### config.mk
export PLATFORM = sky130hd
export DESIGN_NAME = byte_frame_serializer
export DESIGN_NICKNAME = d
export VERILOG_FILES = /design/src/rtl/byte_frame_serializer.sv
export SDC_FILE = /design/constraint.sdc
export NUM_CORES = 1
export LEC_CHECK = 0
export CAP_MARGIN = 20
export CORE_MARGIN = 2
export CORE_UTILIZATION = 50
export CTS_CLUSTER_DIAMETER = 30
export CTS_CLUSTER_SIZE = 10
export DETAILED_ROUTE_END_ITERATION = 8
export PLACE_DENSITY = 0.83
export SLEW_MARGIN = 20
export SYNTH_ARGS = -nofsm -noshare
export SYNTH_HDL_FRONTEND = slang
export SYNTH_SLANG_ARGS = --single-unit
### constraint.sdc
create_clock -name clock -period 4.54 [get_ports clock]
set_clock_uncertainty 0.05 [all_clocks]
set_input_delay 0.908 -clock clock [delete_from_list [all_inputs] [get_ports clock]]
set_output_delay 0.908 -clock clock [all_outputs]
set_load 0.005 [all_outputs]
### src/rtl/byte_frame_serializer.sv
// byte_frame_serializer
// Captures a whole DEPTH-byte frame in a single cycle and drains it one byte
// per valid/ready handshake, starting with byte 0 (the least significant lane).
// A frame may be reloaded on the same cycle its last byte is accepted, so
// frames can stream back-to-back with no idle cycle between them.

module byte_frame_serializer #(
   parameter int WIDTH = 8,
   parameter int DEPTH = 5,
   localparam int CW = $clog2(DEPTH + 1)
) (
   input  logic                   clock,
   input  logic                   reset,
   input  logic                   clear,
   input  logic                   load_valid,
   output logic                   load_ready,
   input  logic [WIDTH*DEPTH-1:0] load_data,
   output logic                   out_valid,
   input  logic                   out_ready,
   output logic [WIDTH-1:0]       out_data,
   output logic                   out_last,
   output logic [CW-1:0]          count
);

   typedef enum logic [0:0] {
      IDLE = 1'b0,
      SEND = 1'b1
   } stateT;

   stateT                  r_state;
   logic [WIDTH*DEPTH-1:0] r_frame;
   logic [CW-1:0]          r_count;

   logic w_outFire;
   logic w_lastFire;
   logic w_loadFire;

   // Handshake decode; load_ready looks through to out_ready so a new frame
   // can be taken in the very cycle the previous frame's last byte leaves.
   always_comb begin
      w_outFire  = (r_state == SEND) && out_ready;
      w_lastFire = w_outFire && (r_count == CW'(1));
      load_ready = (r_state == IDLE) || w_lastFire;
      w_loadFire = load_valid && load_ready && !clear;
   end

   // Frame state machine: clear wins over everything, then a load, then the
   // final-byte drain back to idle, then an ordinary shift by one lane.
   always_ff @(posedge clock or posedge reset) begin
      if (reset) begin
         r_state <= IDLE;
         r_frame <= '0;
         r_count <= '0;
      end else if (clear) begin
         r_state <= IDLE;
         r_frame <= '0;
         r_count <= '0;
      end else if (w_loadFire) begin
         r_state <= SEND;
         r_frame <= load_data;
         r_count <= CW'(DEPTH);
      end else if (w_lastFire) begin
         r_state <= IDLE;
         r_frame <= '0;
         r_count <= '0;
      end else if (w_outFire) begin
         r_frame <= {{WIDTH{1'b0}}, r_frame[WIDTH*DEPTH-1:WIDTH]};
         r_count <= r_count - CW'(1);
      end
   end

   // Outputs come straight from the registers, so they are glitch-free and
   // naturally hold still while the sink applies backpressure.
   always_comb begin
      out_valid = (r_state == SEND);
      out_data  = r_frame[WIDTH-1:0];
      out_last  = (r_count == CW'(1));
      count     = r_count;
   end

endmodule

Yosys cells after proc, flatten, opt, wreduce, memory -nomap -nowiden
Cells that the tools add are included.

storage, ports and cells
  flip-flop bits (word level) = 44
  bits of input ports = 45
  output and inout bits = 14

cells by class
  add/subtract/negate cells = 1
  equality and inequality tests = 1
  mux-type cells = 11
  bitwise gates (word level) = 1
  reductions and logical operators = 8

operators by type and width
  cell                   count
  $mux W40               4
  $mux W3                4
  $logic_and A1 B1 Y1    4
  $reduce_bool A4 Y1     1
  $eq A3 B1 Y1 const B   1
  $mux W1                3
  $reduce_bool A3 Y1     1
  $sub A3 B1 Y3 const B  1
  $logic_not A1 Y1       1
  $logic_or A1 B1 Y1     1
  $not A1 Y1             1

Longest topological paths before layout
  depth in word-level cells = 7
  depth in mapped cells = 7

Worst setup path after synthesis
OpenSTA, ideal clock, no wires.

  path type = input port to output port
  from = in out_ready
  to = out load_ready
  arrival time = 1.143 ns
  path slack = 2.439 ns
  stages = 2
  cell sequence = nand3b_1 > nand2_1

on the way
  cells in the longest elaborated chain, start to end = 3

RTL lines
  item                 line  RTL
  start, declared      19    input logic out_ready,
  $logic_and A1 B1 Y1  41    w_outFire = (r_state == SEND) && out_ready;
  $logic_and A1 B1 Y1  42    w_lastFire = w_outFire && (r_count == CW'(1));
  $logic_or A1 B1 Y1   43    load_ready = (r_state == IDLE) || w_lastFire;
  end, declared        16    output logic load_ready,

No other way between the ends.

Worst setup path after layout
Same ends and word-level chain as after synthesis.

==> flow_summary_export.csv <==
group,metric,value,unit
synth,netlist_instances,175,
pwr,p_leak,1.11,nW
synth,synth_seq_cells,44,
sta,clock.fmax,0.298,GHz
clocking,post_cts_buffers,0,
synth,synthesis.nets,222,
critical_path,critPathKind,"in2out",
min_path,hold_class,"reg2reg",
routing,wirelength,5170,um
cells_and_area,fill_cells,305,
synth,synth_area,2140,sq um
critical_path,crit_path_end_kind,"output port",
run_status,outcome,"finished, final reports clean",
routing,m1WireLength,2380,um
cells_and_area,area_growth,28.1,%
floorplan,die_x,69.5,um
place,hpwlAfterDp,3230,um
cells_and_area,final_common_cell,"clkdlybuf4s50_1",
pwr,power.internal,0.634,mW
synth,synth.distinct_cells,28,
sta,finalSetupViolCount,0,
global_route,gr-total-overflow,0,
routing,drc,0,
cells_and_area,final_cell_mix,"clkdlybuf4s50_1, dfrtp_1, nor4b_1, a221o_1, a22o_1",
place,dp.cells,258,
sta,fin_crit_sh,0.739,
pwr,p_sw_frac,0.259,
critical_path,cp.required,3.58,ns
cells_and_area,diodes,0,
pwr,power_frac_clock,0.295,
clocking,cts_hold_buf,0,
place,port_buffers,58,
routing,drt_first_pass_iters,4,
clocking,cts_buffer_depth,2,
global_route,grt_usage,0.226,
clocking,htreeDepth,2,
pwr,power.net_switching,0.222,mW
clocking,post_cts_resized,0,
pwr,power_frac_seq,0.515,
cells_and_area,ff_latch_area,1100,sq um
synth,syn_avg_cell_area,12.2,sq um
routing,dr_total_vias,1733,
sta,rsz0062_at_grt,"false",
critical_path,critPathMaxFanout,6,
pwr,power_density,312,nW/um^2
clocking,cts.sinks,44,
sta,fin_crit,3.35,ns
synth,ys_seq_area_frac,0.514,
routing,drtAntennaViolNets,0,
place,gp_congestion,0.770,
floorplan,die_h,69.5,um
floorplan,die_area,4820,sq um
routing,top_layer,"met4",
sta,tightest_slew,1.05,ns
floorplan,start_util,0.528,
sta,slew_violations,0,
pwr,comb_power_share,0.190,
critical_path,critPathArrivalTime,2.40,ns
global_route,antenna_found_initial,0,
synth,yosys_warnings,0,
pwr,max-vdd-ir-drop,0.186,mV
clocking,cts_buffers,5,
flow_run,maxCapViolations,0,
critical_path,start_kind,"input pin",
clocking,cts-root-buf,"clkbuf_8",
routing,vias_per_cell,6.52,
clocking,clk_pin_slew,0.08,ns
cells_and_area,drive_gt1_frac,0.0741,
routing,wl_met2,2390,um
routing,wl_met3,336,um
global_route,grt_pass1_vias,1708,
floorplan,coreArea,4060,sq um
routing,drt-initial-drc-count,126,
clocking,cts_tree,"done",
sta,fin_tns_setup,0,ns
routing,wl_per_cell,19.5,um
floorplan,std_cell_rows,23,
cells_and_area,fin_cells,266,
sta,finalHoldViolCount,0,
cells_and_area,multi_input_comb_area,876,sq um
sta,slew_headroom,0.297,
global_route,grt_pass1_wl,8730,um
clocking,clkLatencyLatePin,0.30,ns
global_route,grt_max_degree,45,
cells_and_area,nets,262,
floorplan,io_pins,59,
[final cells by class]
type,instances,area share
multi-input combinational,100,0.319
sequential,44,0.401
inverter,3,0.00410
tap,50,0.0228
clock buffer,8,0.0328
timing repair buffer,61,0.220
[critical path, stage by stage]
cell	delay, ns
clkdlybuf4s50_1	0.58
nand3b_1	0.21
nand2_1	0.18
clkdlybuf4s50_1	0.52
[cells in the mapped netlist]
master | n | share of area
dfrtp_1 | 44 | 0.51
a221o_1 | 32 | 0.15
nor4b_1 | 32 | 0.13
buf_2 | 16 | 0.037
buf_4 | 9 | 0.032
a22o_1 | 8 | 0.033
nand2_1 | 4 | 0.0070
a21oi_1 | 3 | 0.0070
inv_1 | 3 | 0.0053
clkbuf_1 | 2 | 0.0035
ha_1 | 2 | 0.012
nand2b_1 | 2 | 0.0058
nor2_1 | 2 | 0.0035
nor2b_1 | 2 | 0.0058
a21o_1 | 1 | 0.0035
a21oi_2 | 1 | 0.0041
a221oi_1 | 1 | 0.0041
a221oi_2 | 1 | 0.0070
a2bb2oi_1 | 1 | 0.0041
and3b_1 | 1 | 0.0041
buf_6 | 1 | 0.0053
nand3b_1 | 1 | 0.0035
nand4b_1 | 1 | 0.0041
nor2_2 | 1 | 0.0029
o21ai_0 | 1 | 0.0023
o21bai_1 | 1 | 0.0035
or2_2 | 1 | 0.0029
or3_1 | 1 | 0.0029
[per-layer routing]
metal / track usage / up-vias
li1: - / 775
met2: 0.342 / 78
met4: 0.0588 / 0
met1: 0.323 / 872
met5: 0 / -
met3: 0.0610 / 8
[sequential cells by signal, indices dropped and copies added, names as in the netlist]
signal,count
r_frame,40
count,3
out_valid,1
[kinds of logic after synthesis]
kind of cell | count (synthesis) | synth area share
AOI/OAI and AO/OA | 50 | 0.218
and+or+nand+nor | 48 | 0.173
adders and majority gates | 2 | 0.0117
buffers and inverters | 31 | 0.0829
DFF | 44 | 0.514
[power by group through the flow]
stage	Sequential, mW	Clock [mW]	Combinational (mW)
final	0.440	0.252	0.163
after floorplan	0.439	0	0.0969
after CTS	0.440	0.256	0.163
after global placement	0.445	0	0.157
after global routing	0.445	0.273	0.177
after detailed placement	0.447	0	0.162
[metrics by stage]
stage	utilization	instance area, sq um	power (mW)	worst slack [ns]	hold WS [ns]
floorplan	-	2140	0.536	2.44	0.408
global placement	0.653	2650	0.602	1.30	0.425
detailed placement	0.653	2650	0.609	1.21	0.425
CTS	0.676	2740	0.858	1.21	0.449
global route	0.676	2740	0.894	1.12	0.474
finish	0.676	2740	0.855	1.19	0.456
[worst paths after layout]
path                             start           to  slack, ns  cells past startpoint
max                          out_ready   load_ready       1.19                      4
min                        r_frame[33]  r_frame[33]       0.46                      1
max reg2reg                   count[1]   r_frame[3]       2.36                      5
min reg2reg                r_frame[33]  r_frame[33]       0.46                      1
max in group asynchronous        reset  r_frame[36]       2.79                      2
min in group asynchronous        reset     count[0]       1.07                      2
No activity file was read; power rests on OpenSTA's default activity.
